==> src/rtl/time_set_ctrl_pkg.sv <==
// Shared time-word layout, FSM state codes and BCD limits for the time-setting controller.
package clock_pkg;

  localparam int TIME_W = 20;
  localparam int HT_W   = 2;
  localparam int HU_W   = 4;
  localparam int MT_W   = 3;
  localparam int MU_W   = 4;
  localparam int ST_W   = 3;
  localparam int SU_W   = 4;

  localparam int S_LSB = 0;
  localparam int M_LSB = S_LSB + ST_W + SU_W;
  localparam int H_LSB = M_LSB + MT_W + MU_W;

  localparam logic [7:0] HRS_MAX = 8'h23;
  localparam logic [7:0] MIN_MAX = 8'h59;

  typedef enum logic [1:0] {
    RUN     = 2'b00,
    SET_HRS = 2'b01,
    SET_MIN = 2'b10,
    COMMIT  = 2'b11
  } state_e;

  function automatic logic [TIME_W-1:0] pack_time(input logic [7:0] hh,
                                                  input logic [7:0] mm,
                                                  input logic [7:0] ss);
    return {hh[HT_W+HU_W-1:0], mm[MT_W+MU_W-1:0], ss[ST_W+SU_W-1:0]};
  endfunction

  function automatic logic [7:0] unpack_hrs(input logic [TIME_W-1:0] t);
    return {2'b00, t[H_LSB +: HT_W+HU_W]};
  endfunction

  function automatic logic [7:0] unpack_min(input logic [TIME_W-1:0] t);
    return {1'b0, t[M_LSB +: MT_W+MU_W]};
  endfunction

  function automatic logic [7:0] unpack_sec(input logic [TIME_W-1:0] t);
    return {1'b0, t[S_LSB +: ST_W+SU_W]};
  endfunction

endpackage

==> src/rtl/time_set_ctrl_if.sv <==
// Button, tick and time-word bundle between the clock datapath and the time-setting controller.
interface time_set_ctrl_if;
  import clock_pkg::*;

  logic              tick_1hz;
  logic              btn_mode;
  logic              btn_inc;
  logic [TIME_W-1:0] time_cur;
  logic [TIME_W-1:0] time_load;
  logic              load_pulse;
  logic              set_active;
  logic              blink_hrs;
  logic              blink_min;
  logic [1:0]        mode_state;

  modport master (
    output tick_1hz, btn_mode, btn_inc, time_cur,
    input  time_load, load_pulse, set_active, blink_hrs, blink_min, mode_state
  );

  modport slave (
    input  tick_1hz, btn_mode, btn_inc, time_cur,
    output time_load, load_pulse, set_active, blink_hrs, blink_min, mode_state
  );

endinterface

==> src/rtl/time_set_ctrl_debounce.sv <==
// Raw push-button conditioning: 2-flop synchroniser, stability debouncer, rising-edge press pulse.
module btn_debounce #(
  parameter int DB_CYCLES = 1000
) (
  input  logic clk,
  input  logic rst,
  input  logic i_btn,
  output logic o_press
);

  localparam int               CNT_W    = $clog2(DB_CYCLES);
  localparam logic [CNT_W-1:0] CNT_LOAD = CNT_W'(DB_CYCLES - 1);

  logic             r_sync1;
  logic             r_sync2;
  logic             r_level;
  logic             r_level_q;
  logic             r_press;
  logic [CNT_W-1:0] r_cnt;

  // Down-counter restarts whenever the input agrees with the accepted level,
  // so the level only flips after DB_CYCLES consecutive disagreeing samples.
  always_ff @(posedge clk or posedge rst) begin
    if (rst) begin
      r_sync1   <= 1'b0;
      r_sync2   <= 1'b0;
      r_level   <= 1'b0;
      r_level_q <= 1'b0;
      r_press   <= 1'b0;
      r_cnt     <= CNT_LOAD;
    end else begin
      r_sync1   <= i_btn;
      r_sync2   <= r_sync1;
      r_level_q <= r_level;
      r_press   <= r_level & ~r_level_q;
      if (r_sync2 == r_level) begin
        r_cnt <= CNT_LOAD;
      end else if (r_cnt == '0) begin
        r_level <= r_sync2;
        r_cnt   <= CNT_LOAD;
      end else begin
        r_cnt <= r_cnt - 1'b1;
      end
    end
  end

  assign o_press = r_press;

endmodule

==> src/rtl/time_set_ctrl.sv <==
// Button-driven hours/minutes entry FSM; emits a one-cycle load strobe with the new BCD time word.
module time_set_ctrl
  import clock_pkg::*;
#(
  parameter int DB_CYCLES     = 1000,
  parameter int TIMEOUT_TICKS = 30
) (
  input  logic           clk,
  input  logic           time_ow,
  time_set_ctrl_if.slave bus
);

  localparam int            TO_W    = $clog2(TIMEOUT_TICKS + 1);
  localparam logic [TO_W-1:0] TO_LOAD = TO_W'(TIMEOUT_TICKS);

  function automatic logic [7:0] bcd_sanitize(input logic [7:0] v, input logic [7:0] vmax);
    return ((v > vmax) || (v[3:0] > 4'd9)) ? 8'h00 : v;
  endfunction

  function automatic logic [7:0] bcd_inc(input logic [7:0] v, input logic [7:0] vmax);
    if (v >= vmax) return 8'h00;
    if (v[3:0] >= 4'd9) return {v[7:4] + 4'd1, 4'h0};
    return v + 8'd1;
  endfunction

  logic w_press_mode;
  logic w_press_inc;

  btn_debounce #(.DB_CYCLES(DB_CYCLES)) u_db_mode (
    .clk     (clk),
    .rst     (time_ow),
    .i_btn   (bus.btn_mode),
    .o_press (w_press_mode)
  );

  btn_debounce #(.DB_CYCLES(DB_CYCLES)) u_db_inc (
    .clk     (clk),
    .rst     (time_ow),
    .i_btn   (bus.btn_inc),
    .o_press (w_press_inc)
  );

  state_e            r_state,     w_next_state;
  logic [7:0]        r_hrs,       w_next_hrs;
  logic [7:0]        r_min,       w_next_min;
  logic              r_phase,     w_next_phase;
  logic [TO_W-1:0]   r_to_cnt,    w_next_to_cnt;
  logic [TIME_W-1:0] r_time_load, w_next_time_load;

  always_ff @(posedge clk or posedge time_ow) begin
    if (time_ow) begin
      r_state     <= RUN;
      r_hrs       <= 8'h00;
      r_min       <= 8'h00;
      r_phase     <= 1'b0;
      r_to_cnt    <= '0;
      r_time_load <= '0;
    end else begin
      r_state     <= w_next_state;
      r_hrs       <= w_next_hrs;
      r_min       <= w_next_min;
      r_phase     <= w_next_phase;
      r_to_cnt    <= w_next_to_cnt;
      r_time_load <= w_next_time_load;
    end
  end

  // Mode press outranks inc press, and any press outranks a timeout tick.
  always_comb begin
    w_next_state     = r_state;
    w_next_hrs       = r_hrs;
    w_next_min       = r_min;
    w_next_phase     = r_phase;
    w_next_to_cnt    = r_to_cnt;
    w_next_time_load = r_time_load;
    case (r_state)
      RUN: begin
        w_next_phase = 1'b0;
        if (w_press_mode) begin
          w_next_hrs    = bcd_sanitize(unpack_hrs(bus.time_cur), HRS_MAX);
          w_next_min    = bcd_sanitize(unpack_min(bus.time_cur), MIN_MAX);
          w_next_to_cnt = TO_LOAD;
          w_next_state  = SET_HRS;
        end
      end
      SET_HRS, SET_MIN: begin
        if (bus.tick_1hz) w_next_phase = ~r_phase;
        if (w_press_mode) begin
          w_next_to_cnt = TO_LOAD;
          if (r_state == SET_HRS) begin
            w_next_state = SET_MIN;
          end else begin
            w_next_state     = COMMIT;
            w_next_time_load = pack_time(r_hrs, r_min, 8'h00);
          end
        end else if (w_press_inc) begin
          w_next_to_cnt = TO_LOAD;
          if (r_state == SET_HRS) w_next_hrs = bcd_inc(r_hrs, HRS_MAX);
          else                    w_next_min = bcd_inc(r_min, MIN_MAX);
        end else if (bus.tick_1hz) begin
          if (r_to_cnt <= TO_W'(1)) w_next_state  = RUN;
          else                      w_next_to_cnt = r_to_cnt - 1'b1;
        end
      end
      COMMIT:  w_next_state = RUN;
      default: w_next_state = RUN;
    endcase
  end

  assign bus.mode_state = r_state;
  assign bus.set_active = (r_state == SET_HRS) || (r_state == SET_MIN);
  assign bus.load_pulse = (r_state == COMMIT);
  assign bus.blink_hrs  = (r_state == SET_HRS) && r_phase;
  assign bus.blink_min  = (r_state == SET_MIN) && r_phase;
  assign bus.time_load  = r_time_load;

endmodule

==> src/flat_wrapper.sv <==
// flat-port wrapper written by rule: the top's interface ports become plain ports
module time_set_ctrl_flat import clock_pkg::*;
#(
  parameter int DB_CYCLES     = 1000,
  parameter int TIMEOUT_TICKS = 30
)
  (clk, time_ow, bus_tick_1hz, bus_btn_mode, bus_btn_inc, bus_time_cur, bus_time_load, bus_load_pulse, bus_set_active, bus_blink_hrs, bus_blink_min, bus_mode_state);
  time_set_ctrl_if bus_i ();
  input  logic clk;
  input  logic time_ow;
  input wire logic [$bits(bus_i.tick_1hz)-1:0] bus_tick_1hz;
  input wire logic [$bits(bus_i.btn_mode)-1:0] bus_btn_mode;
  input wire logic [$bits(bus_i.btn_inc)-1:0] bus_btn_inc;
  input wire logic [$bits(bus_i.time_cur)-1:0] bus_time_cur;
  output wire logic [$bits(bus_i.time_load)-1:0] bus_time_load;
  output wire logic [$bits(bus_i.load_pulse)-1:0] bus_load_pulse;
  output wire logic [$bits(bus_i.set_active)-1:0] bus_set_active;
  output wire logic [$bits(bus_i.blink_hrs)-1:0] bus_blink_hrs;
  output wire logic [$bits(bus_i.blink_min)-1:0] bus_blink_min;
  output wire logic [$bits(bus_i.mode_state)-1:0] bus_mode_state;
  assign bus_i.tick_1hz = bus_tick_1hz;
  assign bus_i.btn_mode = bus_btn_mode;
  assign bus_i.btn_inc = bus_btn_inc;
  assign bus_i.time_cur = bus_time_cur;
  assign bus_time_load = bus_i.time_load;
  assign bus_load_pulse = bus_i.load_pulse;
  assign bus_set_active = bus_i.set_active;
  assign bus_blink_hrs = bus_i.blink_hrs;
  assign bus_blink_min = bus_i.blink_min;
  assign bus_mode_state = bus_i.mode_state;
  time_set_ctrl #(.DB_CYCLES(DB_CYCLES), .TIMEOUT_TICKS(TIMEOUT_TICKS)) u_core (.clk(clk), .time_ow(time_ow), .bus(bus_i));
endmodule
==> config.mk <==
export PLATFORM = sky130hd
export DESIGN_NAME = time_set_ctrl_flat
export DESIGN_NICKNAME = d
export VERILOG_FILES = /design/src/rtl/time_set_ctrl_pkg.sv /design/src/rtl/time_set_ctrl_if.sv /design/src/rtl/time_set_ctrl_debounce.sv /design/src/rtl/time_set_ctrl.sv /design/src/flat_wrapper.sv
export SDC_FILE = /design/constraint.sdc
export NUM_CORES = 1
export LEC_CHECK = 0
export ABC_AREA = 1
export CAP_MARGIN = 10
export CORE_ASPECT_RATIO = 0.9
export CORE_UTILIZATION = 42
export CTS_CLUSTER_DIAMETER = 120
export DETAILED_ROUTE_END_ITERATION = 16
export GPL_ROUTABILITY_DRIVEN = 0
export PLACE_DENSITY = 0.69
export SLEW_MARGIN = 20
export SYNTH_ARGS = -nofsm -noshare
export SYNTH_HDL_FRONTEND = slang
export SYNTH_SLANG_ARGS = --single-unit
export TNS_END_PERCENT = 10
==> constraint.sdc <==
create_clock -name clk -period 3.85 [get_ports clk]
set_clock_uncertainty 0.1 [all_clocks]
set_input_delay 0.77 -clock clk [delete_from_list [all_inputs] [get_ports clk]]
set_output_delay 0.77 -clock clk [all_outputs]
set_load 0.005 [all_outputs]
Yosys cells after proc, flatten, opt, wreduce, memory -nomap -nowiden --
Cells that the tools add are included. W data, S select, Z words.
Word-level totals: bits of input ports 25, memory bits (writable) 0, bits in read-only memories 0, register bits 67, output and inout bits 26, word-level logic and storage cells 137, latch bits 0, memories kept 0
Operators by class: reductions and logical operators 18, multiplexer cells 61, $mul 0, div/mod/pow operators 0, equality and inequality tests 16, order comparisons 9, shifts and indexed selects 0, bitwise gates (word level) 8, add/subtract/negate cells 7
Operators by type and width (number):
- $mux W8 | 16
- $mux W10 | 4
- $pmux W8 S2 | 2
- $mux W5 | 5
- $mux W1 | 24
- $logic_not A10 Y1 | 2
- $sub A10 B1 Y10 const B | 2
- $add A8 B1 Y8 const B | 2
- $mux W2 | 5
- $ne A2 B2 Y1 const B | 5
- $pmux W5 S2 | 1
- $reduce_and A5 Y1 | 2
- $add A4 B1 Y4 const B | 2
- $ge A4 B4 Y1 const B | 2
- $ge A8 B6 Y1 const B | 1
- $ge A8 B7 Y1 const B | 1
- $gt A4 B4 Y1 const B | 2
- $ne A4 B4 Y1 const B | 2
- $reduce_and A4 Y1 | 2
- $gt A7 B7 Y1 const B | 1
- $mux W7 | 1
- $gt A6 B6 Y1 const B | 1
- $mux W6 | 1
- $ne A3 B3 Y1 const B | 2
- other kinds (18) | 31

Logic depth before layout (Yosys ltp) --
Gate-level depths: netlist of the first run.
depth after elaboration 17, mapped depth 10, gate-level depth less buffers 10

Hierarchy --
From an unflattened synthesis of the first run, not the netlist that was laid out.
Second synthesis, totals: cell total of the unflattened synthesis 474, area, all modules 3842.4 µm²
By module, submodules not included:
- time_set_ctrl | times used 1, cells an instance 318, area each 2366.0 µm²
- btn_debounce | times used 2, cells an instance 78, area each 738.2 µm²

Worst setup path after synthesis of the first run --
Ideal clock, no wire load.
path kind register to register, start point register u_core.r_state[0], in the netlist u_core.bus.mode_state[0], end point register u_core.r_hrs[2], arrival time 1541 ps, cell stages (with the launch flop) 9, required time 3628 ps, path slack 2086 ps, cells stage by stage dfrtp_1 -> inv_1 -> ha_1 -> o21ai_2 -> nor2_1 -> nand2_1 -> inv_2 -> nor2_1 -> a21oi_1
Between the ends: word-level cells in the longest chain between the ends 4, elaborated cells on any way between the ends 11, those cells by class 6 x eq/ne; 1 x mux; 4 x reduce/logical
RTL lines:
- from (decl) | RTL line time_set_ctrl.sv:43 | state_e r_state, w_next_state;
- from (signal assigned) | RTL line time_set_ctrl.sv:59 | r_state <= w_next_state;
- $eq A2 B2 Y1 / $eq A2 B1 Y1 (equally long branches) | RTL line time_set_ctrl.sv:76, time_set_ctrl.sv:98
- $reduce_or A2 Y1 | RTL line time_set_ctrl.sv:76 | case (r_state)
- $ne A2 B1 Y1 (no source line) (tied with other cells)
- $reduce_and A5 Y1 (no source line)
- to (signal assigned) | RTL line time_set_ctrl.sv:60 | r_hrs <= w_next_hrs;
- to (decl) | RTL line time_set_ctrl.sv:44 | logic [7:0] r_hrs, w_next_hrs;
Parallel ways exist; a longest one is shown, timed or not. A chain may end at the register's enable or synchronous reset.

Worst setup path after layout of the first run --
start point register u_core.r_state[0], in the netlist u_core.bus.mode_state[0], end point output bus_set_active
Between the ends: word-level cells in the longest chain between the ends 2, elaborated cells on any way between the ends 3, those cells by class 2 x eq/ne; 1 x reduce/logical
RTL lines:
- $eq A2 B1 Y1 / $eq A2 B2 Y1 (equally long branches) | RTL line time_set_ctrl.sv:111 | assign bus.set_active = (r_state == SET_HRS) || (r_state == SET_MIN);
- $logic_or A1 B1 Y1 * | RTL line time_set_ctrl.sv:111
- to (decl) | RTL line flat_wrapper.sv:17 | output wire logic [$bits(bus_i.set_active)-1:0] bus_set_active;
Mark *: on every way between the ends. The rest lies on a longest branch, timed or not.

==> results.yml, run 1 <==
clock_network:
  cts.sinks: 67
  cts_tree: "done"
  clk_latency_ps: 340
  clk_pin_slew_worst_paths_ps: 70
  cts_resized: 0
  clk_path_buf_depth: 2
  cts_hold_buf: 0
  htree_num_levels: 3
  cts_setup_buffers: 0
  numCtsBuffers: 9
  ctsRootBufferMaster: "clkbuf_8"
logic_synthesis:
  synth.cell_area_um2: 3680
  ys.flop_type: "dfrtp_1"
  synth_async_sr_flop_share_pct: 100
  yosysWarnings: 0
  seq_area_frac_synth_pct: 46.1
  avgSynthCellArea_um2: 7.93
  ys_types: 36
  netlist_instances: 464
  synth_seq_cells: 67
  synth_edf_count: 0
pwr:
  power.internal_w: 0.00155
  p_sw_w: 0.000997
  p_seq_share_pct: 37.8
  p_leak_nw: 2.15
  p_comb_share_pct: 37.3
  p_clk_share_pct: 25.0
  sw_frac_of_total_pct: 39.1
  pwr_density_cell_nw_per_um2: 584
  ir_drop_mv: 0.234
setup_path:
  critPathMaxFanout: 17
  slowest_stage: "clkdlybuf4s50_1"
  crit_required_ps: 2980
  cp_cell_sequence: "inv_1 -> ha_1 -> buf_4 -> clkdlybuf4s50_1"
  crit_family: "buffers and inverters"
  end_kind: "output port"
  worstPathArrival_ps: 1900
  max_stage_delay_ps: 540
  critPathKind: "reg2out"
  start_kind: "flip-flop"
  cp_num_buf_inv: 3
timing:
  tns_ps: 0
  finalCriticalPeriod_ps: 2770
  finalHoldViolations: 0
  fmax_mhz: 361
  final.period_utilization_pct: 72.0
  slew_violations: 0
  grt_setup_unrepaired: "false"
  setup_viol: 0
layout:
  drive_gt1_share_pct: 9.38
  seq_area_um2: 1700
  multi_input_area_um2: 1680
  nFillCells: 840
  area_growth_pct: 18.7
  n_antenna_cell: 0
  layout.nets: 550
  fin_area_um2: 4370
global_route:
  grt_max_degree: 68
  first_global_vias: 2817
  antenna_found_initial: 0
  grtUsageMet3_pct: 5.65
  met2_usage_pct: 29.5
  overflow: 0
  grt_pass1_wl_um: 12300
  gr-usage-met1_pct: 20.5
  top_usage_layer: "met2"
  grtUsageTotal_pct: 17.0
flow_run:
  drv_cap: 0
status:
  status: "finished clean"
route:
  post_drt_wl_per_cell_um: 11.0
  vias: 2943
  ant_nets: 0
  wirelength_um: 6910
  drt_pass1_iterations: 4
  dr.first_iter.drc_count: 125
  drt-vias-per-instance: 4.66
  route.detailed.drc: 0
placed_design:
  hpwl_um: 5030
  place_area_um2: 4150
  io_buffers: 36
die:
  io_pins: 51
  row_count: 32
  die_height_um: 90.8
  core_area_um2: 8530
  start_util_pct: 43.1
  die_width_um: 101
  die_area_um2: 9140
min_path:
  hp-class: "reg2reg"
## kinds of logic after synthesis
group	after synthesis	share of synthesized area (%)
xor gates and xnor gates	13	3.10
and+or+nand+nor	244	28.8
adders and majority gates	18	6.12
AOI/OAI and AO/OA	45	6.60
muxes	1	0.306
DFF	67	46.1
other	1	0.102
buffers and inverters	75	8.84
## state kept, by name, summed over array words and instances, names as in the netlist, 2 cells and up
signal,count
u_core.bus.time_load,13
u_core.bus.mode_state,2
u_core.r_to_cnt,5
u_core.u_db_mode.r_cnt,10
u_core.r_min,8
u_core.u_db_inc.r_cnt,10
u_core.r_hrs,8
## final cells by class
| type | instances | share of cell area (%) |
|---|---|---|
| clock buffers | 10 | 2.92 |
| clock inverters | 6 | 2.06 |
| inverters | 63 | 5.42 |
| multi-input cells | 328 | 38.5 |
| flip-flops and latches | 67 | 38.9 |
| well taps | 119 | 3.41 |
| repair buffers | 38 | 8.88 |
## power by group through the flow
stage	clock network, W	registers [W]	logic, W
2_1_floorplan	0	0.000934	0.000766
3_3_place_gp	0	0.000968	0.000924
3_5_place_dp	0	0.000976	0.000955
4_1_cts	0.000660	0.000964	0.000960
5_1_grt	0.000689	0.000983	0.00110
6_report	0.000636	0.000964	0.000950
## Yosys cell counts (all sizes together), types with 2 or more instances
library cell    n  area share (%)
nand2         122              13
inv            62             6.3
nor2           62             6.7
dfrtp          51              35
nand3          40             5.9
o21ai          30             4.2
ha             18             6.1
dfstp          16              11
buf            11             2.3
xor2            9             2.1
a21oi           8             1.1
nand4           8             1.4
or2             4            0.68
xnor2           4            0.95
a31oi           3            0.51
nand3b          3            0.61
and2            2            0.34
nor3            2            0.27
## cell usage in the layout (no fill, tap or decap), types with 2 or more instances in the layout
master           synthesis  final
conb_1                   1      7
a21oi_1                  8      8
inv_2                    2      3
nor3_1                   2      2
clkbuf_8                 0      9
nand4_1                  8      8
nor2_4                   2      2
bufinv_16                0      2
and2_1                   2      2
nor2_1                  60     60
nand2_1                120    120
or2_2                    4      4
ha_1                    18     18
clkinv_4                 0      2
dfstp_2                 16     16
dfrtp_1                 51     51
nand3_1                 38     38
xnor2_1                  4      4
inv_1                   60     59
o21ai_0                 29     29
xor2_1                   9      9
clkdlybuf4s50_1          0     36
a31oi_1                  3      3
nand3b_1                 3      3
## worst paths after layout
check                                    startpoint                        end  slack (ps)  cells after the start
setup reg to reg           u_core.bus.mode_state[0]            u_core.r_hrs[3]        1760                     10
min in group asynchronous                   time_ow    u_core.u_db_inc.r_sync1         700                      3
max in group asynchronous                   time_ow  u_core.u_db_mode.r_cnt[6]        2610                      3
setup / recovery           u_core.bus.mode_state[0]             bus_set_active        1080                      4
hold reg to reg             u_core.u_db_inc.r_sync1    u_core.u_db_inc.r_sync2         250                      0
hold / removal              u_core.u_db_inc.r_sync1    u_core.u_db_inc.r_sync2         250                      0
## routing by layer
metal | vias to the layer above | routed length, um
met4 | 0 | 53
met3 | 9 | 269
met1 | 1348 | 3230
met5 | - | 0
li1 | 1536 | -
met2 | 50 | 3360
## stage by stage
| step | total power, W | utilization (%) | hold slack, ps | worst slack [ps] | std cells |
|---|---|---|---|---|---|
| 2_1_floorplan | 0.00170 | - | 231 | 1320 | 470 |
| 3_3_place_gp | 0.00189 | 48.7 | 231 | 1470 | 615 |
| 3_5_place_dp | 0.00193 | 48.7 | 236 | 1440 | 615 |
| 4_1_cts | 0.00258 | 51.2 | 253 | 1060 | 631 |
| 5_1_grt | 0.00278 | 51.2 | 259 | 950 | 631 |
| 6_report | 0.00255 | 51.2 | 253 | 1080 | 631 |
Power figures use the tool's default switching activity.
==> inputs of run 2 (changes only) <==
- clock period: 3.85 -> 2.8 ns (I/O delays scaled with it)
==> run 2 against run 1 <==
Against the previous run:
- the run now ends with DRC left
- sequential share of layout area rose by 0.078 points
- global-route usage rose by 0.23 points
- sequential power rose by 38%
- die area did not move
- hold slack got worse by 2.8 ps
- power rose by 38%
- final cell count did not move
- worst setup slack got worse by 740 ps
- combinational power rose by 39%
- critical path type unchanged
- largest cell class unchanged
- largest power group unchanged
- highest routed layer unchanged
==> results.yml, run 2 (synthesis gave the netlist of run 1 again) <==
global_route:
  first_global_vias: 2801
  antenna_found_initial: 0
  grtUsageTotal_pct: 17.3
  overflow: 0
  grt_max_degree: 46
  grt_pass1_wl_um: 12400
flow_run:
  drv_cap: 0
clock_network:
  ctsRootBufferMaster: "clkbuf_8"
  clk_path_buf_depth: 2
  clk_latency_ps: 350
  cts_hold_buf: 0
  htree_num_levels: 3
  cts_resized: 0
  cts_tree: "done"
  cts_setup_buffers: 0
  clk_pin_slew_worst_paths_ps: 70
  numCtsBuffers: 9
  cts.sinks: 67
placed_design:
  hpwl_um: 5180
  io_buffers: 36
  place_area_um2: 4150
layout:
  post-route-util_pct: 51.1
  layout.nets: 550
  area_growth_pct: 18.5
  layout_commonest_cell: "nand2_1"
  final_cell_mix: "120 x nand2_1, 60 x nor2_1, 59 x inv_1"
  drive_gt1_share_pct: 9.18
  fin_area_um2: 4360
  n_antenna_cell: 0
  largest_reg_flops: 13
setup_path:
  crit_family: "buffers and inverters"
  rr_startpoint: "u_core.bus.mode_state[0]"
  critPathMaxFanout: 5
  start_kind: "flip-flop"
  cp_cell_sequence: "inv_1 -> ha_1 -> clkdlybuf4s50_1"
  slowest_stage: "clkdlybuf4s50_1"
  setup.reg_to_reg.worst_slack_ps: 570
  critPathKind: "reg2out"
  r2r-end: "u_core.r_hrs[3]"
  cp_num_buf_inv: 2
  end_kind: "output port"
  max_stage_delay_ps: 540
  crit_required_ps: 2140
  worstPathArrival_ps: 1800
  r2r_cells: 10
route:
  drt_pass1_iterations: 11
  dr.first_iter.drc_count: 94
  post_drt_wl_per_cell_um: 11.2
  ant_nets: 0
  vias: 2947
  drt-vias-per-instance: 4.67
  wirelength_um: 7080
  route.detailed.drc: 1
die:
  core_area_um2: 8530
  row_count: 32
  die_height_um: 90.8
  die_width_um: 101
  start_util_pct: 43.1
  die_area_um2: 9140
  io_pins: 51
pwr:
  fin_total_pwr_w: 0.00351
  p_leak_nw: 2.15
  pwr_density_cell_nw_per_um2: 805
  ir_drop_mv: 0.323
timing:
  tns_ps: 0
  setup_viol: 0
  final.period_utilization_pct: 87.8
  fmax_mhz: 407
  finalCriticalPeriod_ps: 2460
  finalHoldViolations: 0
  worstMarginPinSlew_ps: 505
  slew_violations: 0
  grt_setup_unrepaired: "false"
  slew_headroom_pct: 66.3
status:
  status: "complete, but fails checks"
  violations: "DRC"
min_path:
  hold_depth: 0
  hp-class: "reg2reg"
  hold_end: "u_core.u_db_mode.r_sync2"
  worstHoldStart: "u_core.u_db_mode.r_sync1"
[run 2: cell count changes in the layout (fill, tap and decap cells not counted)]
cell / before / now
clkinv_4: 2 / 0
clkbuf_1: 1 / 2
clkinv_2: 1 / 2
[run 2: worst max-delay path by stage]
stage	startpoint	end	slack [ps]	cells past startpoint
after floorplan	time_ow	u_core.bus.mode_state[0]	480	1
after global placement	u_core.bus.mode_state[0]	u_core.r_hrs[5]	650	9
after detailed placement	u_core.bus.mode_state[0]	u_core.r_hrs[3]	600	9
after CTS	u_core.bus.mode_state[0]	bus_set_active	320	3
after global routing	u_core.bus.mode_state[1]	bus_set_active	250	3
final	u_core.bus.mode_state[0]	bus_set_active	340	3
[run 2: area by class of cell]
cell class | instances | area (um2)
clock inverter | 5 | 77.6
tap | 119 | 149
multi-input combinational | 328 | 1680
sequential | 67 | 1700
timing repair buffer | 38 | 388
clock buffer | 11 | 131
inverter | 63 | 236
fill | 867 | 4170
[run 2: per-stage QoR]
step / instances / worst slack (ps) / hold WS, ps
after floorplan: 470 / 483 / 231
after global placement: 615 / 655 / 231
after detailed placement: 615 / 602 / 235
after CTS: 631 / 319 / 251
after global routing: 631 / 253 / 257
final: 631 / 342 / 250
[run 2: where the power goes]
part	internal, W	leakage, nW	switching [W]	total (W)
registers	0.00113	0.833	0.000196	0.00133
logic	0.000503	1.21	0.000813	0.00132
clock network	0.000499	0.103	0.000366	0.000865
total	0.00213	2.15	0.00138	0.00351
[run 2: per-layer routing]
layer	up-vias	GRT usage, %	wire length [um]
li1	1534	-	-
met1	1342	21.8	3310
met2	60	28.1	3360
met3	11	4.57	303
met4	0	6.52	112
met5	-	0	0
